`config.mk`:
```
export PLATFORM = sky130hd
export DESIGN_NAME = cpu_mem_arbiter
export DESIGN_NICKNAME = d
export VERILOG_FILES = /design/src/rtl/cpu_mem_arbiter.sv
export SDC_FILE = /design/constraint.sdc
export NUM_CORES = 1
export LEC_CHECK = 0
export ABC_AREA = 1
export ABC_CLOCK_PERIOD_IN_PS = 2100
export BUFFER_PORTS_ARGS = -buffer_cell sky130_fd_sc_hd__buf_2
export CAP_MARGIN = 30
export CORE_MARGIN = 1
export CORE_UTILIZATION = 35
export CTS_CLUSTER_SIZE = 40
export DETAILED_ROUTE_END_ITERATION = 10
export PLACE_DENSITY_LB_ADDON = 0.25
export SLEW_MARGIN = 25
export SYNTH_ARGS = -nofsm -noshare
export SYNTH_HDL_FRONTEND = slang
export SYNTH_SLANG_ARGS = --single-unit
```
`constraint.sdc`:
```
create_clock -name clock -period 2.1 [get_ports clock]
set_input_delay 0.42 -clock clock [delete_from_list [all_inputs] [get_ports clock]]
set_output_delay 0.42 -clock clock [all_outputs]
set_load 0.02 [all_outputs]
```
`src/rtl/cpu_mem_arbiter.sv`:
```
// Merges the core's fetch and data ports onto one single-port, variable-latency memory bus.
// A one-entry fetch buffer supplies zero-stall fetches while the PC is held.
module cpu_mem_arbiter #(
    parameter int unsigned ACK_TIMEOUT = 255,
    parameter logic [31:0] NOP_INSTR   = 32'h00000013
) (
    input  logic        clock,
    input  logic        reset,
    input  logic [31:0] i_addr,
    output logic [31:0] i_data,
    input  logic [31:0] d_addr,
    input  logic        d_ren,
    input  logic        d_wen,
    input  logic [31:0] d_wdata,
    input  logic [3:0]  d_be,
    output logic [31:0] d_rdata,
    output logic        mem_ready,
    output logic        m_req,
    output logic        m_we,
    output logic [31:0] m_addr,
    output logic [31:0] m_wdata,
    output logic [3:0]  m_be,
    input  logic        m_ack,
    input  logic [31:0] m_rdata,
    output logic        bus_err
);

    localparam int unsigned     CntW    = (ACK_TIMEOUT > 1) ? $clog2(ACK_TIMEOUT) : 1;
    localparam logic [CntW-1:0] TmoLast = CntW'(ACK_TIMEOUT - 1);
    localparam bit              TmoEn   = (ACK_TIMEOUT != 0);

    typedef enum logic [1:0] {StIdle, StWrWait, StRdWait, StIfWait} state_e;

    state_e          state_q;
    logic [31:0]     addr_q;
    logic [CntW-1:0] tmo_cnt_q;
    logic            fetch_valid_q;
    logic [31:0]     fetch_addr_q;
    logic            rd_done_q;
    logic            wr_done_q;
    logic            m_req_q;
    logic            m_we_q;
    logic [31:0]     m_wdata_q;
    logic [3:0]      m_be_q;
    logic [31:0]     i_data_q;
    logic [31:0]     d_rdata_q;
    logic            bus_err_q;

    logic fetch_hit;
    logic wr_pend;
    logic rd_pend;
    logic timeout;
    logic finish;

    assign fetch_hit = fetch_valid_q && (fetch_addr_q == i_addr);
    assign wr_pend   = d_wen && !wr_done_q;
    assign rd_pend   = d_ren && !rd_done_q;
    assign mem_ready = fetch_hit && !wr_pend && !rd_pend;

    assign timeout = TmoEn && (tmo_cnt_q == TmoLast);
    // Only meaningful while a request is outstanding; stray acks in idle are ignored.
    assign finish  = (state_q != StIdle) && (m_ack || timeout);

    assign m_req   = m_req_q;
    assign m_we    = m_we_q;
    assign m_addr  = {addr_q[31:2], 2'b00};
    assign m_wdata = m_wdata_q;
    assign m_be    = m_be_q;
    assign i_data  = i_data_q;
    assign d_rdata = d_rdata_q;
    assign bus_err = bus_err_q;

    always_ff @(posedge clock or negedge reset) begin
        if (!reset) begin
            state_q       <= StIdle;
            addr_q        <= '0;
            tmo_cnt_q     <= '0;
            fetch_valid_q <= 1'b0;
            fetch_addr_q  <= '0;
            rd_done_q     <= 1'b0;
            wr_done_q     <= 1'b0;
            m_req_q       <= 1'b0;
            m_we_q        <= 1'b0;
            m_wdata_q     <= '0;
            m_be_q        <= '0;
            i_data_q      <= '0;
            d_rdata_q     <= '0;
            bus_err_q     <= 1'b0;
        end else begin
            unique case (state_q)
                StIdle: begin
                    tmo_cnt_q <= '0;
                    if (wr_pend) begin
                        state_q   <= StWrWait;
                        m_req_q   <= 1'b1;
                        m_we_q    <= 1'b1;
                        addr_q    <= d_addr;
                        m_wdata_q <= d_wdata;
                        m_be_q    <= d_be;
                    end else if (rd_pend) begin
                        state_q <= StRdWait;
                        m_req_q <= 1'b1;
                        m_we_q  <= 1'b0;
                        addr_q  <= d_addr;
                        m_be_q  <= 4'hF;
                    end else if (!fetch_hit) begin
                        state_q <= StIfWait;
                        m_req_q <= 1'b1;
                        m_we_q  <= 1'b0;
                        addr_q  <= i_addr;
                        m_be_q  <= 4'hF;
                    end
                end
                default: begin
                    if (finish) begin
                        state_q   <= StIdle;
                        m_req_q   <= 1'b0;
                        m_we_q    <= 1'b0;
                        tmo_cnt_q <= '0;
                        if (!m_ack) begin
                            bus_err_q <= 1'b1;
                        end
                        case (state_q)
                            StWrWait: begin
                                wr_done_q <= 1'b1;
                                // A real write over the buffered instruction makes it stale.
                                if (m_ack && (addr_q[31:2] == fetch_addr_q[31:2])) begin
                                    fetch_valid_q <= 1'b0;
                                end
                            end
                            StRdWait: begin
                                d_rdata_q <= m_ack ? m_rdata : 32'h0;
                                rd_done_q <= 1'b1;
                            end
                            default: begin
                                i_data_q      <= m_ack ? m_rdata : NOP_INSTR;
                                fetch_addr_q  <= addr_q;
                                fetch_valid_q <= 1'b1;
                            end
                        endcase
                    end else begin
                        tmo_cnt_q <= tmo_cnt_q + 1'b1;
                    end
                end
            endcase
            // Pipeline advanced: data-side completions are consumed.
            if (mem_ready) begin
                rd_done_q <= 1'b0;
                wr_done_q <= 1'b0;
            end
        end
    end

endmodule

```
* After elaboration in Yosys (flattened, before gate mapping)
Index checks and enable logic that the tools add are counted.
Cells by class: reductions and logical operators 28, eq/ne operators 9, add/subtract/negate cells 1, multiplexer cells 34, bitwise gates (word level) 4
Operators with widths (number):
- 2-to-1 mux 32 bit | 5
- == test 32 bit | 1
- == test 30 bit | 1
- 2-to-1 mux 1 bit | 18
- 2-to-1 mux 8 bit | 2
- AND reduction 3 bit | 5
- 2-to-1 mux 4 bit | 3
- 2-to-1 mux 2 bit | 5
- nonzero test 2 bit | 5
- adder 8 x 1 -> 8 bit, second input constant | 1
- == test 8 bit, second input constant | 1
- logical AND 1 bit | 7
- AND reduction 2 bit | 3
- zero test 1 bit | 4
- != test 2 bit, second input constant | 2
- != test 4 bit, second input constant | 1
- inverter 1 bit | 4
- AND reduction 4 bit | 1
- != test 3 x 1 -> 1 bit, second input constant | 1
- == test 2 x 1 -> 1 bit, second input constant | 1
- == test 2 bit, second input constant | 1
- zero test 2 bit | 1
- case mux 1 bit (2 select lines) | 1
- OR reduction 2 bit | 1
- logical OR 1 bit | 1
Word-level totals: output and inout bits 136, logic and storage cells 90, flip-flop bits (word level) 180

* Depth between registers and ports, before layout
Gate-level depths: netlist of the first run.
depth after elaboration 7, mapped depth 14, depth with buffers taken out 12

* Worst setup path after synthesis of the first run
Ideal clock, no wire load.
path type input-to-output, from input d_wen, to output mem_ready, stages on the path 8, required time 1.680 ns, setup slack 0.237 ns, arrival time 1.443 ns, cell sequence nand2_2 -> nand2_1 -> inv_2 -> clkbuf_1 -> nand3_1 -> nor2_1 -> nand3_1 -> nor2_1
Between the ends: cells in the longest elaborated chain, start to end 4
RTL lines:
- start: declaration | RTL line 13 | input logic d_wen,
- logical AND 1 bit | RTL line 56 | assign wr_pend = d_wen && !wr_done_q;
- zero test 1 bit | RTL line 58 | assign mem_ready = fetch_hit && !wr_pend && !rd_pend;
- logical AND 1 bit (2 in a row) | RTL line 58
- end: declaration | RTL line 17 | output logic mem_ready,
Every way passes these cells.

* Worst setup path in the final report of the first run
from register fetch_addr_q[28], to output mem_ready
Between the ends: cells in the longest elaborated chain, start to end 4
RTL lines:
- start: declaration | RTL line 38 | logic [31:0] fetch_addr_q;
- start signal: assignment | RTL line 137 | fetch_addr_q <= addr_q;
- == test 32 bit | RTL line 55 | assign fetch_hit = fetch_valid_q && (fetch_addr_q == i_addr);
- logical AND 1 bit | RTL line 55
- logical AND 1 bit (2 in a row) | RTL line 58
Every way passes these cells.

==> results of run 1 <==
what timing repair did:
| action | 4_1_cts | 5_1_grt |
|---|---|---|
| hold endpoints to repair | 20 | 0 |
| pin swaps | 3 | 4 |
| buffers inserted | 6 | 0 |
| resized for setup | 13 | 7 |
| hold buffers | 1 | 0 |
| endpoints found under the setup margin | 1 | 1 |
final cells by class:
type,count,area [µm²]
timing repair buffer,296,1650
clock inverter,15,181
fill,2433,13400
sequential,180,4500
tap,324,405
inverter,79,297
antenna,2,5.00
multi-input combinational,722,3490
clock buffer,17,425
kinds of logic after synthesis:
kind of cell | Yosys count
and+or+nand+nor | 527
other | 1
adders and majority gates | 2
muxes | 32
AOI/OAI and AO/OA | 138
DFF | 180
buffers and inverters | 156
xor gates and xnor gates | 21
state kept, by name (all words and copies together) (netlist names):
signal and flops:
fetch_addr_q 32, fetch_valid_q 1, rd_done_q 1, wr_done_q 1
i_data 32, tmo_cnt_q 8, d_rdata 32, m_req 1
m_we 1, m_be 4, state_q 2, m_wdata 32
bus_err 1, addr_q 32
placed cells by master (no fill, tap or decap), drive strengths merged:
cell type,netlist,final
nor3b,1,1
diode,0,2
o21a,1,1
nand3,53,53
nand4,11,11
clkbuf,28,17
xor2,11,11
o21ai,125,125
and3,1,1
o2111ai,1,1
a31oi,1,1
dfrtp,180,180
mux2,32,32
o211ai,1,1
ha,2,2
or2,7,7
a211oi,1,1
buf,49,295
xnor2,10,10
conb,1,2
o21bai,1,1
nand2,396,396
nor2,46,46
nor3,12,12
dlygate4sd3,0,1
clkinv,3,11
a21oi,1,1
a21boi,3,3
inv,76,83
o22ai,3,3
per-layer routing:
metal  global-route usage [%]  wire, µm  vias up
met5                        0        41        -
met4                     6.73       465        6
met3                     5.99      2060       33
met2                     32.1     11700      303
met1                     26.4     11000     3617
li1                         -         -     3803
worst paths after layout:
check,start,endpoint,slack (ns),cells after the start
worst max-delay path,fetch_addr_q[28],mem_ready,-0.08,6
worst min-delay path,d_wdata[17],m_wdata[17],0.21,2
worst max register to register,fetch_addr_q[26],m_be[0],0.29,10
worst min register to register,m_be[2],m_be[2],0.47,2
max in group asynchronous,reset,i_data[1],1.01,3
min in group asynchronous,reset,i_data[5],0.43,2
per-stage QoR:
step	setup WS, ns	area, µm²	hold slack (ns)	power, µW
floorplan	0.237	8680	0.124	11000
detailed placement	0.0512	10200	0.303	13300
finish	-0.0799	11000	0.211	16600
global route	-0.202	11000	0.189	17700
CTS	-0.0880	10900	0.194	16700
global placement	0.0793	10200	0.307	13100
worst reg2reg max path, delay by kind of cell, from the launching register on:
family / cells / cell delay, ns
flip-flops: 1 / 0.42
XOR/XNOR: 1 / 0.29
AND/OR/NAND/NOR: 8 / 0.82
buffers and inverters: 1 / 0.24
power by group through the flow:
| stage | sequential [µW] | clock (µW) | combinational, µW |
|---|---|---|---|
| 3_5_place_dp | 6240 | 0 | 7040 |
| 4_1_cts | 6190 | 3320 | 7160 |
| 2_1_floorplan | 7240 | 0 | 3720 |
| 3_3_place_gp | 6200 | 0 | 6940 |
| 5_1_grt | 6410 | 3470 | 7850 |
| 6_report | 6200 | 3240 | 7120 |
==> flow_summary.yaml, run 1 <==
yosys:
  synth.distinct_cells: 37
  synth-async-reset-ratio_pct: 100
  synth_top_cells_by_count: "nand2_1 (393), dfrtp_1 (180), o21ai_0 (104)"
  ys_ff_latch: 180
  synth_compound_area_share_pct: 8.26
  synth-edff-count: 0
  yosysMostFrequentCell: "nand2_1"
  netlist_top_cells_area: "dfrtp_1 (52%), nand2_1 (17%), o21ai_0 (6.0%)"
  yosys.area.top_type: "dfrtp_1"
  synth-xor-area-share_pct: 2.12
  muxShareOfSynthArea_pct: 4.15
  yosysWarningCount: 0
  yosys.area_share.simple_pct: 24.5
  syn_inst: 1057
  synthesis.area_um2: 8680
  synthAdderAreaFrac_pct: 0.288
  synth_top_area_share_pct: 51.9
  ys.flop_type: "dfrtp_1"
  avgSynthCellArea_um2: 8.21
  synth_top_family_by_area: "simple AND/OR/NAND/NOR gates"
  yosysSeqAreaShare_pct: 51.9
detailed_routing:
  wl_per_cell_um: 15.5
  drtPass1Iterations: 5
  routed_wl_um: 25300
  ant_nets: 0
  num_vias: 7762
  viasPerCell: 4.75
  drc_errors: 0
  drtIter0Drc: 554
setup_path:
  worstSetupPathType: "reg -> out"
  critPathRequiredTime_ns: 1.68
  crit_fanout: 2
  worstPathCellList: "xnor2_2, nand3_2, nor3b_2, nand3_1, nor2_2, buf_6"
  worst_ep_arrival_time_ns: 1.76
  end_kind: "primary output"
  cp-start-kind: "register"
  cp_slowest_stage_delay_ns: 0.42
  path_buf_inv: 1
  critPathTopFamily: "simple AND/OR/NAND/NOR gates"
  slowest_stage: "dfrtp_1"
clock_tree:
  clkSinkCount: 180
  cts_tree: "done"
  ctsHtreeMaxLevel: 4
  clk_path_buf_depth: 2
  root_buffer: "clkbuf_16"
  clock_latency_ns: 0.43
  clk_pin_slew_ns: 0.08
  numCtsBuffers: 17
finish:
  post-route-util_pct: 45.1
  fin_cells: 1635
  layout-drive-gt1-share_pct: 30.9
  syn_to_final_growth_pct: 26.2
  fin_nets: 1435
floorplan:
  ios: 273
  start_util_pct: 35.7
  die-area_um2: 25400
  fp.dieH_um: 159
  fp.dieW_um: 159
  coreArea_um2: 24300
  row_count: 57
placement:
  io_buffers: 270
  dpl.hpwl_um: 18700
  dpl.cell_count: 1594
  gp_congestion: 0.931
pwr:
  comb_power_share_pct: 43.0
  power_switching_uw: 7380
  power_density_nw_per_um2: 1510
  p_sw_share_pct: 44.6
  pwr-share-clk_pct: 19.6
  seq_power_share_pct: 37.4
  p_leak_uw: 0.00581
  irDropWorstVdd_v: 0.000794
  p_int_uw: 9170
sta:
  grt_setup_unrepaired: "yes"
  max_freq_ghz: 0.459
  slew_headroom_pct: 63.3
  worst_slack_ns: -0.0799
  fin_tns_setup_ns: -0.0799
  fin_skew_ns: 0.0120
  hold_violations: 0
  final_max_slew_viol_count: 0
  finalCritPeriodShare_pct: 104
  period_minus_slack_ns: 2.18
  setup_viol: 1
  tightest_slew_ns: 0.550
global_routing:
  grtUsageTotal_pct: 20.3
  grt_first_pass_wirelength_um: 40500
  grt_pass1_vias: 7674
  grt-ovfl-total: 0
  antenna_found_initial: 5
  grt_max_degree: 62
worst_hold_path:
  hold_class: "in -> reg"
run:
  maxCapViolCount: 0
run_status:
  outcome: "finished, violations left"
  violations: "negative setup slack"
Note: power is estimated with default switching activity, not from simulation.
==> inputs of run 2 (changes only) <==
--- a/config.mk
+++ b/config.mk
@@ -5,7 +5,7 @@
 export SDC_FILE = /design/constraint.sdc
 export NUM_CORES = 1
 export LEC_CHECK = 0
-export ABC_AREA = 1
+export ABC_AREA = 0
 export ABC_CLOCK_PERIOD_IN_PS = 2100
 export BUFFER_PORTS_ARGS = -buffer_cell sky130_fd_sc_hd__buf_2
 export CAP_MARGIN = 30
==> run 2 against run 1 <==
  * The run still ends with negative setup slack left
  * Largest cell class unchanged
  * Sequential share of layout area is 0.72 points higher
  * Area after synthesis is 5.3% lower
  * Maximum frequency fell by 8.4%
  * Sequential cell count stayed put
  * Hold slack got worse by 0.040 ns
  * Clock power about the same
  * Sequential power decreased by 1%
==> flow_summary.yaml, run 2 <==
pwr:
  p_total_uw: 16500
  p_leak_uw: 0.00524
  irDropWorstVdd_v: 0.000737
  power_density_nw_per_um2: 1530
sta:
  setup_viol: 40
  slew_headroom_pct: 56.1
  fin_skew_ns: 0.0167
  grt_setup_unrepaired: "yes"
  period_minus_slack_ns: 2.38
  hold-worst-slack_ns: 0.171
  finalCritPeriodShare_pct: 113
  tightest_slew_ns: 0.659
  worst_slack_ns: -0.281
  hold_violations: 0
  fin_tns_setup_ns: -6.42
  max_freq_ghz: 0.420
  final_max_slew_viol_count: 0
global_routing:
  grt-ovfl-total: 0
  grt_first_pass_wirelength_um: 33200
  grt_max_degree: 66
  grtUsageTotal_pct: 18.0
  antenna_found_initial: 2
  grt_pass1_vias: 6054
floorplan:
  coreArea_um2: 22800
  fp.dieW_um: 155
  row_count: 55
  ios: 273
  die-area_um2: 24100
  start_util_pct: 36.0
  fp.dieH_um: 155
yosys:
  synth.distinct_cells: 43
  syn_inst: 726
  ys.flop_type: "dfrtp_1"
  netlist_top_cells_area: "dfrtp_1 (55%), mux2_2 (13%), nand2_1 (7.5%)"
  synth-edff-count: 0
  synth_top_cells_by_count: "dfrtp_1 (180), nand2_1 (164), mux2_2 (93)"
  ys_ff_latch: 180
  synth_top_area_share_pct: 54.8
  yosysMostFrequentCell: "dfrtp_1"
  yosys.area.top_type: "dfrtp_1"
  yosysWarningCount: 0
  yosysSeqAreaShare_pct: 54.8
  synth-async-reset-ratio_pct: 100
  avgSynthCellArea_um2: 11.3
  synthesis.area_um2: 8220
setup_path:
  startpoint: "fetch_addr_q[7]"
  rr_startpoint: "fetch_addr_q[12]"
  r2r-end: "addr_q[29]"
  end_kind: "primary output"
  crit_fanout: 2
  rrSetupSlack_ns: -0.19
  r2r_cells: 7
  critPathRequiredTime_ns: 1.68
  endpoint: "mem_ready"
  cp-start-kind: "register"
  worstSetupPathType: "reg -> out"
  worst_ep_arrival_time_ns: 1.96
finish:
  fin_nets: 1132
  final_cell_mix: "buf_2 (268), dfrtp_1 (180), nand2_1 (164)"
  mostFrequentLayoutCell: "buf_2"
  syn_to_final_growth_pct: 31.0
  layout-drive-gt1-share_pct: 45.7
  num-fill-cells: 2193
  fin_area_um2: 10800
clock_tree:
  ctsHtreeMaxLevel: 4
  clkSinkCount: 180
  clk_path_buf_depth: 2
  clock_latency_ns: 0.44
  root_buffer: "clkbuf_16"
  clk_pin_slew_ns: 0.08
  cts_tree: "done"
  numCtsBuffers: 17
detailed_routing:
  viasPerCell: 4.73
  routed_wl_um: 21400
  num_vias: 6244
  wl_per_cell_um: 16.2
  drtIter0Drc: 384
  ant_nets: 0
  drc_errors: 0
  drtPass1Iterations: 4
placement:
  dpl.hpwl_um: 15700
  io_buffers: 270
  place_area_um2: 10100
  gp_congestion: 0.831
run_status:
  violations: "negative setup slack"
  outcome: "finished, violations left"
run:
  maxCapViolCount: 0
worst_hold_path:
  hold_class: "in -> reg"
## run 2: cells by family after synthesis
| family | synth area share [%] |
|---|---|
| and+or+nand+nor | 11.8 |
| buffers and inverters | 5.11 |
| xor gates and xnor gates | 7.24 |
| AOI/OAI and AO/OA | 7.41 |
| adders and majority gates | 0.304 |
| DFF | 54.8 |
| muxes | 13.3 |
| other | 0.0456 |
## run 2: report_power, final
group          leakage [µW]  switching, µW  total [µW]  internal, µW
clock              0.000301           1630        3270          1640
sequential          0.00220           1120        6120          5000
combinational       0.00274           3960        7090          3130
total               0.00524           6700       16500          9770
## run 2: worst max-delay path, cell delays in order (launching register included)
cell	delay, ns
dfrtp_1	0.41
xor2_2	0.16
nor4_2	0.33
buf_4	0.16
nand4_1	0.11
nor3_2	0.18
buf_4	0.18
## run 2: worst min-delay path by stage
stage                startpoint               end  slack, ns  cells past startpoint
floorplan                 reset         addr_q[0]       0.12                      0
global placement          reset  fetch_addr_q[14]       0.37                      1
detailed placement        reset  fetch_addr_q[16]       0.37                      1
CTS                  d_wdata[8]        m_wdata[8]       0.15                      3
global route        d_wdata[24]       m_wdata[24]       0.15                      3
finish              d_wdata[28]       m_wdata[28]       0.17                      3
## run 2: layer usage
layer,vias to the layer above,track usage (%),part of all wire (%),wire (µm)
li1,3005,-,-,-
met1,3040,23.8,44,9460
met4,0,6.77,1.5,323
met3,21,3.70,4.4,947
met2,178,29.1,50,10700
met5,-,0,0,0
## run 2: cell type report
type                            instances  area (µm²)  share of cell area [%]
Tap cell                              313         392                    3.64
Clock inverter                         15         199                    1.85
Inverter                                4        15.0                   0.139
Sequential cell                       180        4500                    41.8
Timing Repair Buffer                  318        1840                    17.1
Clock buffer                           17         425                    3.95
Antenna cell                            2        5.00                  0.0465
Multi-Input combinational cell        472        3390                    31.5
## run 2: metrics by stage
| step | std cells | setup WS [ns] | utilization (%) |
|---|---|---|---|
| 3_5_place_dp | 1286 | -0.340 | 44.1 |
| 2_1_floorplan | 727 | -0.134 | - |
| 6_report | 1321 | -0.281 | 47.1 |
| 3_3_place_gp | 1286 | -0.316 | 44.1 |
| 4_1_cts | 1319 | -0.295 | 47.1 |
| 5_1_grt | 1321 | -0.410 | 47.1 |
## run 2: what timing repair did
action                                  in CTS  in global routing
pin swaps                                    3                  1
endpoints found under the hold margin       35                  0
buffers inserted                             0                  0
endpoints found under the setup margin      41                 42
resized for setup                            8                  2
hold buffers                                 1                  0
==> inputs of run 3 (changes only) <==
--- a/config.mk
+++ b/config.mk
@@ -11,10 +11,11 @@
 export CAP_MARGIN = 30
 export CORE_MARGIN = 1
 export CORE_UTILIZATION = 35
+export CTS_BUF_LIST = sky130_fd_sc_hd__clkbuf_8
 export CTS_CLUSTER_SIZE = 40
 export DETAILED_ROUTE_END_ITERATION = 10
 export PLACE_DENSITY_LB_ADDON = 0.25
-export SLEW_MARGIN = 25
+export SLEW_MARGIN = 15
 export SYNTH_ARGS = -nofsm -noshare
 export SYNTH_HDL_FRONTEND = slang
 export SYNTH_SLANG_ARGS = --single-unit
==> run 3 against run 2 <==
  * The run still ends with negative setup slack left
  * Maximum frequency down 3.5%
  * First-iteration DRC count down 9.6%
  * Sequential cell count unchanged
  * Core utilization up 0.27 points
  * Largest cell class unchanged
  * Highest routed layer unchanged
==> flow_summary.yaml, run 3 (same netlist as run 2, synthesis figures left out) <==
placement:
  place_area_um2: 10100
  dpl.hpwl_um: 15700
  io_buffers: 270
  gp_congestion: 0.831
global_routing:
  grtUsageTotal_pct: 18.4
  grt_pass1_vias: 6135
  grt_max_degree: 66
  antenna_found_initial: 2
  grt-ovfl-total: 0
  grt_first_pass_wirelength_um: 33800
setup_path:
  critPathTopFamily: "simple AND/OR/NAND/NOR gates"
  end_kind: "primary output"
  slowest_stage: "dfrtp_1"
  cp_common_cell: "buf_4"
  crit_fanout: 2
  worst_ep_arrival_time_ns: 2.05
  r2r_cells: 8
  rrSetupSlack_ns: -0.29
  cp.depth: 6
  cp_slowest_stage_delay_ns: 0.41
  worstPathCellList: "xor2_1, nor4_2, buf_4, nand4_1, nor3_2, buf_4"
  critPathRequiredTime_ns: 1.68
  worstSetupPathType: "reg -> out"
  path_buf_inv: 2
  cp-start-kind: "register"
detailed_routing:
  drc_errors: 0
  routed_wl_um: 22000
  viasPerCell: 4.71
  ant_nets: 0
  num_vias: 6275
  drtPass1Iterations: 4
  drtIter0Drc: 347
  wl_per_cell_um: 16.5
sta:
  period_minus_slack_ns: 2.47
  finalCritPeriodShare_pct: 117
  grt_setup_unrepaired: "yes"
  tightest_slew_ns: 0.680
  setup_viol: 41
  slew_headroom_pct: 54.7
  final_max_slew_viol_count: 0
  fin_tns_setup_ns: -9.60
  worst_slack_ns: -0.367
  max_freq_ghz: 0.405
  hold_violations: 0
  fin_skew_ns: 0.0222
pwr:
  comb_power_share_pct: 47.0
  irDropWorstVdd_v: 0.000642
  seq_power_share_pct: 37.7
  p_int_uw: 9450
  p_sw_share_pct: 41.8
  p_leak_uw: 0.00527
  power_switching_uw: 6790
  power_density_nw_per_um2: 1500
  pwr-share-clk_pct: 15.3
floorplan:
  fp.dieH_um: 155
  die-area_um2: 24100
  fp.dieW_um: 155
  row_count: 55
  start_util_pct: 36.0
  ios: 273
  coreArea_um2: 22800
finish:
  mostFrequentLayoutCell: "buf_2"
  layout-drive-gt1-share_pct: 46.9
  fin_nets: 1144
  final_cell_mix: "buf_2 (268), dfrtp_1 (180), nand2_1 (164)"
  post-route-util_pct: 47.4
  fin_area_um2: 10800
  syn_to_final_growth_pct: 31.7
clock_tree:
  clk_pin_slew_ns: 0.11
  clk_path_buf_depth: 2
  cts_tree: "done"
  root_buffer: "clkbuf_8"
  numCtsBuffers: 17
  ctsHtreeMaxLevel: 4
  clock_latency_ns: 0.49
  clkSinkCount: 180
worst_hold_path:
  worstHoldPathCells: 3
  hold_class: "in -> reg"
run_status:
  outcome: "finished, violations left"
  violations: "negative setup slack"
run:
  maxCapViolCount: 0
-- run 3: worst reg2reg max path, cell delays in order (launching register included) --
cell	delay (ns)
dfrtp_1	0.43
xor2_2	0.20
or4_4	0.51
nor4_2	0.25
buf_4	0.17
a31oi_4	0.13
buf_6	0.18
buf_12	0.13
mux2_4	0.29
-- run 3: final cells by class --
| type | instances | area (µm²) |
|---|---|---|
| fill | 2190 | 12000 |
| sequential | 180 | 4500 |
| multi-input combinational | 472 | 3430 |
| timing repair buffer | 330 | 2050 |
| tap | 313 | 392 |
| clock buffer | 17 | 234 |
| clock inverter | 15 | 199 |
| inverter | 4 | 15.0 |
| antenna | 2 | 5.00 |
-- run 3: worst paths after layout --
| kind | start | to |
|---|---|---|
| max | fetch_addr_q[4] | mem_ready |
| min | d_wdata[9] | m_wdata[9] |
| max reg2reg | fetch_addr_q[26] | addr_q[28] |
| min reg2reg | m_wdata[20] | m_wdata[20] |
| max in group asynchronous | reset | addr_q[30] |
| min in group asynchronous | reset | fetch_addr_q[23] |
-- run 3: repair_timing --
action,in CTS,in global routing
hold buffers,1,0
gates cloned,4,1
setup endpoints to repair,41,43
gates resized for setup,21,7
pin swaps,14,4
hold endpoints to repair,35,0
buffers inserted,8,0
-- run 3: power by group through the flow --
| stage | Sequential (µW) | Clock [µW] | Combinational (µW) |
|---|---|---|---|
| 2_1_floorplan | 7120 | 0 | 3730 |
| 3_3_place_gp | 6150 | 0 | 7010 |
| 3_5_place_dp | 6190 | 0 | 7100 |
| 4_1_cts | 6130 | 2580 | 7650 |
| 5_1_grt | 6330 | 2700 | 8200 |
| 6_report | 6130 | 2480 | 7630 |
-- run 3: metrics by stage --
| stage | worst slack [ns] | hold slack (ns) | total power, µW | cells |
|---|---|---|---|---|
| 3_3_place_gp | -0.316 | 0.373 | 13200 | 1286 |
| 5_1_grt | -0.433 | 0.0834 | 17200 | 1333 |
| 2_1_floorplan | -0.134 | 0.124 | 10900 | 727 |
| 4_1_cts | -0.359 | 0.0834 | 16400 | 1331 |
| 6_report | -0.367 | 0.115 | 16200 | 1333 |
| 3_5_place_dp | -0.340 | 0.374 | 13300 | 1286 |
-- run 3: per-layer routing --
metal / track usage [%] / part of all wire, % / vias up
met4: 6.30 / 1.5 / 0
li1: - / - / 3029
met1: 24.2 / 45 / 3067
met5: 0 / 0 / -
met2: 30.0 / 50 / 161
met3: 4.12 / 3.9 / 18
